File: config.mk
export PLATFORM = sky130hd
export DESIGN_NAME = msg_serializer
export DESIGN_NICKNAME = d
export VERILOG_FILES = /design/src/rtl/msg_ser_pkg.sv /design/src/rtl/bit_timer.sv /design/src/rtl/msg_serializer.sv
export SDC_FILE = /design/constraint.sdc
export NUM_CORES = 1
export LEC_CHECK = 0
export ABC_CLOCK_PERIOD_IN_PS = 3600
export CORE_UTILIZATION = 29
export CTS_BUF_LIST = sky130_fd_sc_hd__clkbuf_4 sky130_fd_sc_hd__clkbuf_8 sky130_fd_sc_hd__clkbuf_16
export DETAILED_ROUTE_END_ITERATION = 12
export GPL_TIMING_DRIVEN = 0
export PLACE_DENSITY = 0.45
export SYNTH_ARGS = -nofsm -noshare
export SYNTH_HDL_FRONTEND = slang
export SYNTH_HIERARCHICAL = 1
export SYNTH_SLANG_ARGS = --single-unit
File: constraint.sdc
create_clock -name clk -period 3.6 [get_ports clk]
set_clock_uncertainty 0.2 [all_clocks]
set_input_delay 0.72 -clock clk [delete_from_list [all_inputs] [get_ports clk]]
set_output_delay 0.72 -clock clk [all_outputs]
set_load 0.005 [all_outputs]
File: src/rtl/msg_ser_pkg.sv
// Shared types and default sizing for the message serializer.
package msg_ser_pkg;

  localparam int MSG_W_DEF = 5;
  localparam int PL_W_DEF  = 3;

  typedef enum logic [1:0] {
    ST_IDLE  = 2'd0,
    ST_SHIFT = 2'd1,
    ST_GAP   = 2'd2,
    ST_HOLD  = 2'd3
  } ser_state_t;

endpackage

File: src/rtl/bit_timer.sv
// Reloadable down-counter: ticks while enabled at zero, then reloads i_val.
module bit_timer #(
  parameter int PL_W = 3
) (
  input  logic            clk,
  input  logic            rst,
  input  logic            i_load,
  input  logic            i_en,
  input  logic [PL_W-1:0] i_val,
  output logic            o_tick
);

  logic [PL_W-1:0] r_cnt;
  logic            w_zero;

  assign w_zero = (r_cnt == {PL_W{1'b0}});
  assign o_tick = i_en & w_zero;

  // Count register: explicit load wins over free-running reload/decrement.
  always_ff @(posedge clk or negedge rst) begin
    if (!rst) begin
      r_cnt <= {PL_W{1'b0}};
    end else if (i_load) begin
      r_cnt <= i_val;
    end else if (i_en) begin
      if (w_zero) begin
        r_cnt <= i_val;
      end else begin
        r_cnt <= r_cnt - PL_W'(1);
      end
    end
  end

endmodule

File: src/rtl/msg_serializer.sv
// Serializes MSG_W-bit messages MSB first, each bit held pl_q+1 cycles,
// in single-shot or repeat-with-gap mode.
module msg_serializer
  import msg_ser_pkg::*;
#(
  parameter int MSG_W = MSG_W_DEF,
  parameter int PL_W  = PL_W_DEF
) (
  input  logic             clk,
  input  logic             rst,
  input  logic             init,
  input  logic [PL_W-1:0]  PL,
  input  logic             Mode,
  input  logic [MSG_W-1:0] Msg,
  input  logic             send,
  output logic             out,
  output logic             busy,
  output logic             done
);

  localparam int BCW = $clog2(MSG_W);

  ser_state_t       r_state;
  ser_state_t       w_state_nxt;
  logic [PL_W-1:0]  r_pl_q;
  logic             r_mode_q;
  logic [MSG_W-1:0] r_shift;
  logic [BCW-1:0]   r_bit_cnt;

  logic             w_cfg_load;
  logic [PL_W-1:0]  w_pl_eff;
  logic             w_tick;
  logic             w_tmr_load;
  logic             w_tmr_en;
  logic             w_last;
  logic             w_load_msg;
  logic             w_shift_en;

  // A config strobe coinciding with send must already time the new frame.
  assign w_cfg_load = (r_state == ST_IDLE) & init;
  assign w_pl_eff   = w_cfg_load ? PL : r_pl_q;
  assign w_tmr_load = (r_state == ST_IDLE) & send;
  assign w_tmr_en   = (r_state == ST_SHIFT) | (r_state == ST_GAP);
  assign w_last     = (r_bit_cnt == {BCW{1'b0}});

  bit_timer #(.PL_W(PL_W)) u_bit_timer (
    .clk    (clk),
    .rst    (rst),
    .i_load (w_tmr_load),
    .i_en   (w_tmr_en),
    .i_val  (w_pl_eff),
    .o_tick (w_tick)
  );

  // State register.
  always_ff @(posedge clk or negedge rst) begin
    if (!rst) begin
      r_state <= ST_IDLE;
    end else begin
      r_state <= w_state_nxt;
    end
  end

  // Next-state and datapath control decode.
  always_comb begin
    w_state_nxt = r_state;
    w_load_msg  = 1'b0;
    w_shift_en  = 1'b0;
    case (r_state)
      ST_IDLE: begin
        if (send) begin
          w_state_nxt = ST_SHIFT;
          w_load_msg  = 1'b1;
        end else begin
          w_state_nxt = ST_IDLE;
        end
      end
      ST_SHIFT: begin
        if (w_tick && w_last) begin
          w_state_nxt = r_mode_q ? ST_GAP : ST_HOLD;
        end else if (w_tick) begin
          w_shift_en = 1'b1;
        end else begin
          w_state_nxt = ST_SHIFT;
        end
      end
      ST_GAP: begin
        if (w_tick && send) begin
          w_state_nxt = ST_SHIFT;
          w_load_msg  = 1'b1;
        end else if (w_tick) begin
          w_state_nxt = ST_IDLE;
        end else begin
          w_state_nxt = ST_GAP;
        end
      end
      ST_HOLD: begin
        if (!send) begin
          w_state_nxt = ST_IDLE;
        end else begin
          w_state_nxt = ST_HOLD;
        end
      end
      default: begin
        w_state_nxt = ST_IDLE;
      end
    endcase
  end

  // Output decode; done marks the final cycle of a completed sequence.
  always_comb begin
    out  = 1'b0;
    busy = 1'b0;
    done = 1'b0;
    case (r_state)
      ST_IDLE: begin
        busy = 1'b0;
      end
      ST_SHIFT: begin
        out  = r_shift[MSG_W-1];
        busy = 1'b1;
        done = w_tick & w_last & ~r_mode_q;
      end
      ST_GAP: begin
        busy = 1'b1;
        done = w_tick & ~send;
      end
      ST_HOLD: begin
        busy = 1'b1;
      end
      default: begin
        busy = 1'b0;
      end
    endcase
  end

  // Configuration latch, open only while idle.
  always_ff @(posedge clk or negedge rst) begin
    if (!rst) begin
      r_pl_q   <= {PL_W{1'b0}};
      r_mode_q <= 1'b0;
    end else if (w_cfg_load) begin
      r_pl_q   <= PL;
      r_mode_q <= Mode;
    end
  end

  // Shift register and remaining-bit counter.
  always_ff @(posedge clk or negedge rst) begin
    if (!rst) begin
      r_shift   <= {MSG_W{1'b0}};
      r_bit_cnt <= {BCW{1'b0}};
    end else if (w_load_msg) begin
      r_shift   <= Msg;
      r_bit_cnt <= BCW'(MSG_W - 1);
    end else if (w_shift_en) begin
      r_shift   <= {r_shift[MSG_W-2:0], 1'b0};
      r_bit_cnt <= r_bit_cnt - BCW'(1);
    end
  end

endmodule

# Word-level counts from Yosys, hierarchy flattened
# Cells that the tools add are included.
# word_totals
ff_bits,17
in_bits,13
# classes
addsub,2
n_eq_ne,4
muxes,25
n_bitwise,9
n_reduce_logical,8
# ops
op,n
two-way mux 3 bit,6
two-way mux 2 bit,5
two-way mux 5 bit,2
two-way mux 1 bit,8
case mux 2 bit (4 select lines),1
AND 1 bit,6
logical NOT 3 bit,2
case mux 1 bit (2 select lines),3
"subtractor 3 x 1 -> 3 bit, second input constant",2
"equality test 2 bit, second input constant",2
nonzero test 2 bit,2
"inequality test 3 x 2 -> 1 bit, second input constant",1
OR reduction 3 bit,1
"equality test 2 x 1 -> 1 bit, second input constant",1
logical AND 1 bit,2
logical NOT 2 bit,1
inverter 1 bit,2
OR 1 bit,1

# Logic depth before layout (Yosys ltp)
# Gate-level depths: netlist of the first run.
# logic_depth
word_depth,8
depth_mapped,10

# By module
# The synthesis of the first run kept the hierarchy.
# modules_own_cells
mod,n_inst,cells_per_inst,area_each_um2,seq_area_each_um2
msg_serializer,1,80,815.8,350.3
bit_timer,1,25,215.2,75.1

# Worst setup path before layout of the first run
# Ideal clock, no wire load.
# synth_timing
path_type,register -> output
startpoint,register r_state[1]
endpoint,output port done
t_arrival_ps,1233
required_time_ps,2680
path_slack_ps,1447
path_stages_with_launch,6
n_path_buf,1
path_cell_list,dfrtp_1 inv_1 ha_1 and2_1 buf_6 and3_1
# synth_between
elab_chain_cells,6
word_cells_on_any_way,8
classes_between,eq/ne: 2; mux: 1; bitwise: 5
# synth_lines
element,line,rtl
"start, declared",msg_serializer.sv:23,ser_state_t r_state;
"start signal, assigned",msg_serializer.sv:60,r_state <= w_state_nxt;
equality test 2 x 1 -> 1 bit or equality test 2 bit (tied branches),msg_serializer.sv:43,assign w_tmr_en = (r_state == ST_SHIFT) | (r_state == ST_GAP);
OR 1 bit (*),msg_serializer.sv:43,
net w_tmr_en,msg_serializer.sv:34,logic w_tmr_en;
AND 1 bit (*),bit_timer.sv:17,assign o_tick = i_en & w_zero;
net w_tick,msg_serializer.sv:32,logic w_tick;
AND 1 bit (2 in series),msg_serializer.sv:122,done = w_tick & w_last & ~r_mode_q;
case mux 1 bit (2 select lines) (*),msg_serializer.sv:115,case (r_state)
"end, declared",msg_serializer.sv:18,output logic done
# The timed path passes the listed nets; every way through them passes the cells marked *.

# Final worst setup path of the first run
# Ends and elaborated chain as after synthesis.

==> flow_summary.yaml, run 1 <==
global_route:
  grt_pass1_vias: 737
  grt_max_degree: 18
  grt_pass1_wl_um: 3490
  antenna_found_initial: 0
  grt_overflow_total: 0
  grtUsageTotal_pct: 13.1
critical_path:
  setup.worst_path.start_class: "flop"
  reg2reg_depth: 9
  required_ns: 2.68
  end_kind: "output pin"
  critPathArrivalTime_ns: 2.20
  crit_fanout: 9
  critPathSlowestCell: "clkdlybuf4s50_1"
  path_cells: "inv_1, ha_1, and2_1, buf_6, and3_1, clkdlybuf4s50_1"
  worstSetupPathType: "reg -> out"
  max_stage_delay_ns: 0.50
power:
  pwr-share-comb_pct: 48.6
  clockPowerShare_pct: 13.6
  switching_share_pct: 36.6
  pwr_density_cell_nw_per_um2: 657
  total_power_uw: 833
  power.share.sequential_pct: 37.8
  leakagePower_uw: 0.000567
  switchingPower_uw: 305
  p_int_uw: 529
  vdd.ir_drop.worst_v: 0.000220
clock_network:
  tritoncts: "built"
  clkLatencyLatePin_ns: 0.29
  cts-htree-levels: 1
  cts_hold_buf: 0
  cts.repair.resized: 0
  cts_buffers: 3
  clkTransAtPathRegs_ns: 0.10
  cts.sinks: 17
  clockRootBuffer: "clkbuf_4"
  post_cts_buffers: 0
  clockBufferDepth: 2
floorplanning:
  die_area_um2: 3800
  die_x_um: 61.6
  floorplan.initialDensity_pct: 30.7
  row_count: 21
  core-area_um2: 3360
  io-pin-count: 16
  die_h_um: 61.6
synthesis:
  synth_cells: 105
  yosysSeqAreaShare_pct: 41.3
  syn_nets: 127
  synth.distinct_cells: 32
  ys_warn_count: 6
  synth-simple-area-share_pct: 17.6
  synth_fa_ha_area_share_pct: 10.9
  ys_ff_latch: 17
  synth_top_family_by_area: "simple AND/OR/NAND/NOR gates"
  synthesis.area_um2: 1030
  synth_compound_area_share_pct: 16.3
  avgSynthCellArea_um2: 9.82
  synth_xor_area_share_pct: 1.70
  synthMuxAreaShare_pct: 5.34
route:
  ant_nets: 0
  dr.pass1.iters: 4
  remaining_drc_errors: 0
  avgRoutedWirePerCell_um: 11.9
  drt_wl_total_um: 2020
  avgViaCountPerCell: 4.58
  drtIter0Drc: 20
  vias: 778
layout:
  fin_util_pct: 37.7
  n_antenna_cell: 0
  drive_gt1_share_pct: 13.7
  num-nets-final: 147
  areaGrowthSynthToFinish_pct: 23.1
timing:
  grt_setup_unrepaired: "false"
  worst_slew_pin_slew_ns: 0.814
  tns_ns: 0
  slew_violations: 0
  min_period_ns: 3.12
  max_freq_mhz: 320
  relSlewSlack_pct: 45.6
  setup_viol_count_final: 0
  period_share_pct: 86.7
  finalHoldViolCount: 0
status:
  status: "finished clean"
placed_design:
  hpwl_um: 1500
  finalWeightedCongestion: 0.785
  portBuffers: 15
job:
  drv_cap: 0
hold_path:
  hp-class: "reg -> reg"
  hold_depth: 1
-- critical path: cells and delay by family, from the launching register on --
family	cells	cell delay, ns
buffers and inverters	3	0.72
and+or+nand+nor	2	0.34
DFF	1	0.41
adders and majority gates	1	0.44
-- registers in the layout (all words and copies together) (netlist names) --
register / flops
r_state: 2
r_pl_q: 3
r_shift: 5
r_mode_q: 1
u_bit_timer/r_cnt: 3
r_bit_cnt: 3
-- cell type report --
| class | count | area, um^2 |
|---|---|---|
| inverters | 10 | 37.5 |
| flip-flops and latches | 17 | 425 |
| well taps | 46 | 57.6 |
| plain buffers | 3 | 33.8 |
| repair buffers | 15 | 150 |
| fillers | 378 | 2090 |
| multi-input cells | 75 | 534 |
| clock buffers | 4 | 30.0 |
-- cell usage in the layout, fill, tap and decap left out, drive strengths merged, types with 5 or more instances in the layout --
| master | instances |
|---|---|
| dfrtp | 17 |
| clkdlybuf4s50 | 15 |
| nand2 | 14 |
| inv | 10 |
| ha | 9 |
| nor2 | 6 |
| a21oi | 6 |
| a31oi | 5 |
-- path summary, 6_finish.rpt --
kind	startpoint	to	slack, ns
setup / recovery	r_state[1]	done	0.48
hold / removal	r_pl_q[0]	r_pl_q[0]	0.31
setup reg to reg	r_state[0]	r_shift[2]	1.47
hold reg to reg	r_pl_q[0]	r_pl_q[0]	0.31
max in group asynchronous	rst	r_shift[1]	2.01
min in group asynchronous	rst	r_state[0]	0.69
-- logic make-up (layout without fill, tap and decap cells) --
| group | after synthesis | after routing |
|---|---|---|
| buffers and inverters | 13 | 32 |
| AO/OA/AOI/OAI | 24 | 24 |
| adder cells (fa/ha/maj) | 9 | 9 |
| XOR/XNOR | 2 | 2 |
| flip-flops | 17 | 17 |
| AND/OR/NAND/NOR | 35 | 35 |
| multiplexers | 5 | 5 |
-- Yosys cell counts (all sizes together) --
master | number | area [um^2]
a21boi | 1 | 7.51
a21o | 1 | 15.0
a21oi | 6 | 33.8
a221oi | 1 | 8.76
a2bb2oi | 1 | 8.76
a31oi | 5 | 31.3
and2 | 4 | 25.0
and3 | 2 | 17.5
and4 | 1 | 8.76
buf | 3 | 33.8
dfrtp | 17 | 425
ha | 9 | 113
inv | 10 | 37.5
mux2 | 4 | 45.0
mux2i | 1 | 10.0
nand2 | 14 | 55.1
nand2b | 2 | 20.0
nand3 | 4 | 20.0
nor2 | 6 | 22.5
nor2b | 1 | 6.26
o211a | 1 | 10.0
o21a | 1 | 7.51
o21ai | 4 | 20.0
o22a | 1 | 8.76
o31ai | 1 | 7.51
o32ai | 1 | 8.76
or2 | 1 | 6.26
xnor2 | 2 | 17.5
-- metrics by stage --
step / setup slack, ns / instance area (um^2) / hold slack, ns / instances
floorplan: 1.45 / 1030 / 0.224 / 105
global placement: 0.545 / 1240 / 0.288 / 166
detailed placement: 0.534 / 1240 / 0.290 / 166
CTS: 0.446 / 1270 / 0.317 / 170
global route: 0.312 / 1270 / 0.325 / 170
finish: 0.478 / 1270 / 0.312 / 170
-- metal layers --
metal / wire, um / GRT usage [%] / up-vias
li1: - / - / 397
met1: 972 / 17.3 / 371
met2: 984 / 20.4 / 8
met3: 52 / 3.78 / 2
met4: 15 / 4.76 / 0
met5: 0 / 0 / -
-- power by group through the flow --
| stage | Clock [uW] | Combinational [uW] | Sequential (uW) |
|---|---|---|---|
| 2_1_floorplan | 0 | 308 | 310 |
| 3_3_place_gp | 0 | 405 | 318 |
| 3_5_place_dp | 0 | 413 | 320 |
| 4_1_cts | 120 | 414 | 316 |
| 5_1_grt | 129 | 462 | 326 |
| 6_report | 113 | 405 | 315 |
Note: power is estimated with default switching activity, not from simulation.
==> run 2: changes to the inputs <==
CORE_MARGIN = 1.5   (was default)
==> flow_summary.yaml, run 2 (synthesis gave the netlist of run 1 again) <==
layout:
  seqCellArea_um2: 425
  final_common_cell: "dfrtp_1"
  num-nets-final: 147
  fin_util_pct: 37.6
  final_cell_mix: "dfrtp_1 (17), clkdlybuf4s50_1 (15), nand2_1 (13), inv_1 (10), ha_1 (9)"
  drive_gt1_share_pct: 13.7
  largest-register: "r_shift"
  nFillCells: 369
  multi_input_area_um2: 534
  largest_reg_flops: 5
  final_cells: 170
  areaGrowthSynthToFinish_pct: 22.8
  n_antenna_cell: 0
timing:
  relSlewSlack_pct: 47.9
  finalHoldViolCount: 0
  min_period_ns: 3.10
  fin_ws_ns: 0.504
  worst_slew_pin_slew_ns: 0.780
  grt_setup_unrepaired: "false"
  setup_viol_count_final: 0
  tns_ns: 0
  period_share_pct: 86.0
  slew_violations: 0
  max_freq_mhz: 323
route:
  route.met2.wl_um: 930
  dr.pass1.iters: 4
  wl_met3_um: 99
  vias: 782
  ant_nets: 0
  drtIter0Drc: 32
  avgViaCountPerCell: 4.60
  met1_length_um: 887
  dr.max_layer_used: "met4"
  drt_wl_total_um: 1930
  remaining_drc_errors: 0
  avgRoutedWirePerCell_um: 11.4
placed_design:
  dp.cells: 166
  portBuffers: 15
  pre_cts_slack_ns: 0.529
  finalWeightedCongestion: 0.736
  hpwl_um: 1470
status:
  status: "finished clean"
critical_path:
  required_ns: 2.68
  worstSetupPathType: "reg -> out"
  max_stage_delay_ns: 0.49
  endpoint: "done"
  path_cells: "inv_1, ha_1, and2_1, buf_6, and3_1, clkdlybuf4s50_1"
  r2r_setup_slack_ns: 1.48
  crit_fanout: 9
  regToRegEndpoint: "r_state[0]"
  reg2reg_depth: 8
  critPathArrivalTime_ns: 2.18
  critPathSlowestCell: "clkdlybuf4s50_1"
  end_kind: "output pin"
  worstReg2RegStart: "r_state[0]"
  setup.worst_path.start_class: "flop"
  crit_start: "r_state[0]"
power:
  leakagePower_uw: 0.000567
  total_power_uw: 823
  pwr_density_cell_nw_per_um2: 650
  vdd.ir_drop.worst_v: 0.000375
global_route:
  grt_pass1_wl_um: 3550
  grtUsageTotal_pct: 11.4
  grt_max_degree: 18
  antenna_found_initial: 0
  grt_pass1_vias: 809
  grt_overflow_total: 0
floorplanning:
  die_x_um: 62.6
  floorplan.initialDensity_pct: 30.7
  die_h_um: 62.6
  die_area_um2: 3920
  core-area_um2: 3360
  io-pin-count: 16
  row_count: 21
clock_network:
  cts_buffers: 3
  cts.sinks: 17
  cts.repair.resized: 0
  cts-htree-levels: 1
  clockRootBuffer: "clkbuf_4"
  tritoncts: "built"
  post_cts_buffers: 0
  cts_hold_buf: 0
  clkTransAtPathRegs_ns: 0.10
  clockBufferDepth: 2
  clkLatencyLatePin_ns: 0.29
hold_path:
  hp-class: "reg -> reg"
  hp-start: "r_pl_q[1]"
job:
  drv_cap: 0
## run 2: cell count changes in the layout (fill, tap and decap cells not counted), sizes merged
cell and change:
clkbuf -1, clkinv +1
## run 2: report_power, final
group	internal, uW	leakage (uW)	total (uW)	switching, uW
clock network	41.3	0.0000177	102	60.6
logic	206	0.000349	403	197
registers	273	0.000200	318	45.3
## run 2: per-layer routing
layer,global-route usage (%),up-vias
met5,0,-
met4,4.17,0
met3,3.60,2
met2,18.7,16
met1,14.1,368
li1,-,396
## run 2: final cells by class
type / instances / area share (%)
multi-input cells: 75 / 42.2
inverters: 10 / 2.96
plain buffers: 3 / 2.67
flip-flops and latches: 17 / 33.6
repair buffers: 15 / 11.9
well taps: 46 / 4.55
clock buffers: 3 / 1.78
clock inverters: 1 / 0.395
## run 2: metrics by stage
stage	cell area (um^2)	hold slack [ns]
final	1270	0.310
after global routing	1270	0.340
after CTS	1270	0.315
after detailed placement	1240	0.289
after global placement	1240	0.287
after floorplan	1030	0.224
## run 2: how the worst min path moves through the flow
stage                              end  slack (ns)  cells after the start
after floorplan           r_bit_cnt[0]        0.22                      0
after detailed placement     r_pl_q[2]        0.29                      1
after global placement       r_pl_q[1]        0.29                      1
final                        r_pl_q[1]        0.31                      1
after CTS                    r_pl_q[2]        0.32                      1
after global routing         r_pl_q[0]        0.34                      1
## run 2: critical path, delay by kind of cell, from the launching register on
kind          cells  cell delay (ns)
fa+ha+maj         1             0.44
simple gates      2             0.33
flops             1             0.40
buf+inv           3             0.71
==> run 3: changes to the inputs <==
ABC_CLOCK_PERIOD_IN_PS = 2700   (was 3600)
PLACE_DENSITY = 0.47   (was 0.45)
clock period = 2.7 ns   (was 3.6 ns; I/O delays follow)
==> flow_summary.yaml, run 3 (synthesis gave the netlist of run 1 again) <==
floorplanning:
  floorplan.initialDensity_pct: 30.7
  die_x_um: 62.6
  die_h_um: 62.6
  core-area_um2: 3360
  row_count: 21
  io-pin-count: 16
  die_area_um2: 3920
route:
  wl_met3_um: 79
  dr.max_layer_used: "met4"
  met1_length_um: 1050
  route.met2.wl_um: 944
  dr.pass1.iters: 4
  vias: 783
  remaining_drc_errors: 0
  ant_nets: 0
  drtIter0Drc: 15
  avgViaCountPerCell: 4.53
  avgRoutedWirePerCell_um: 12.1
  drt_wl_total_um: 2090
timing:
  grt_setup_unrepaired: "false"
  slew_violations: 0
  finalHoldViolCount: 0
  setup_viol_count_final: 0
  min_period_ns: 2.55
  max_freq_mhz: 392
  tns_ns: 0
  period_share_pct: 94.4
  relSlewSlack_pct: 46.3
  worst_slew_pin_slew_ns: 0.802
clock_network:
  clockBufferDepth: 2
  tritoncts: "built"
  cts.sinks: 17
  cts_buffers: 3
  clockRootBuffer: "clkbuf_4"
  cts-htree-levels: 1
  clkLatencyLatePin_ns: 0.29
  cts_hold_buf: 0
  clkTransAtPathRegs_ns: 0.11
power:
  pwr_density_cell_nw_per_um2: 888
  total_power_uw: 1180
  switchingPower_uw: 427
  vdd.ir_drop.worst_v: 0.000383
  pwr-share-comb_pct: 51.2
  switching_share_pct: 36.3
  p_int_uw: 749
  clockPowerShare_pct: 12.7
  power.share.sequential_pct: 36.1
  leakagePower_uw: 0.000590
layout:
  fin_util_pct: 39.4
  final_area_um2: 1330
  n_antenna_cell: 0
  largest_reg_flops: 5
  areaGrowthSynthToFinish_pct: 28.5
  largest-register: "r_shift"
  drive_gt1_share_pct: 18.9
  final_common_cell: "dfrtp_1"
  num-nets-final: 150
  final_cell_mix: "dfrtp_1 (17), clkdlybuf4s50_1 (14), nand2_1 (13), inv_1 (10)"
job:
  drv_cap: 0
critical_path:
  crit_fanout: 9
  end_kind: "output pin"
  critPathArrivalTime_ns: 1.81
  regToRegEndpoint: "r_shift[2]"
  reg2reg_depth: 9
  worstReg2RegStart: "r_state[0]"
  setup.worst_path.start_class: "flop"
  worstSetupPathType: "reg -> out"
  r2r_setup_slack_ns: 0.68
  required_ns: 1.96
hold_path:
  hold_depth: 1
  hp-start: "r_pl_q[0]"
  hp-class: "reg -> reg"
  min_delay_worst_endpoint: "r_pl_q[0]"
global_route:
  grt_pass1_wl_um: 3660
  grt_pass1_vias: 763
  antenna_found_initial: 0
  grtUsageTotal_pct: 11.7
  grt_max_degree: 18
  grt_overflow_total: 0
placed_design:
  hpwl_um: 1530
  finalWeightedCongestion: 0.688
  portBuffers: 15
  dpl-instance-area_um2: 1240
status:
  status: "finished clean"
run 3: area by class of cell:
class	count	area, um^2
Buffer	3	33.8
Fill cell	377	2040
Sequential cell	17	425
Multi-Input combinational cell	75	569
Timing Repair Buffer	18	171
Inverter	10	37.5
Tap cell	46	57.6
Clock buffer	4	30.0
run 3: metal layers:
metal	up-vias	track usage, %
met5	-	0
met4	0	3.33
met3	2	3.60
met2	13	18.1
met1	366	15.6
li1	402	-
run 3: worst max path at each step:
stage,end,from
floorplan,done,r_state[1]
global placement,done,send
detailed placement,done,send
CTS,done,r_state[0]
global route,done,u_bit_timer/r_cnt[0]
finish,done,r_state[0]
run 3: critical path, cell delays in order, from the launching register on:
cell	delay, ns
dfrtp_1	0.40
inv_1	0.17
ha_4	0.26
and2_1	0.15
buf_6	0.13
and3_1	0.14
dlygate4sd2_1	0.26
run 3: power groups by stage:
stage                     registers [uW]  logic (uW)  clock network (uW)
after floorplan                      413         411                   0
after global placement               427         544                   0
after detailed placement             429         547                   0
after CTS                            424         613                 161
after global routing                 441         686                 169
final                                424         602                 150
run 3: repair_timing:
item	in CTS	in global routing
setup endpoints to repair	1	0
setup buffers	3	0
resized for setup	8	0
hold endpoints to repair	0	0
run 3: per-stage QoR:
step	hold slack (ns)	instances	setup WS [ns]
6_report	0.306	173	0.152
5_1_grt	0.332	173	0.0492
4_1_cts	0.315	173	0.139
3_5_place_dp	0.291	166	0.0105
3_3_place_gp	0.291	166	0.0112
2_1_floorplan	0.0444	105	0.727
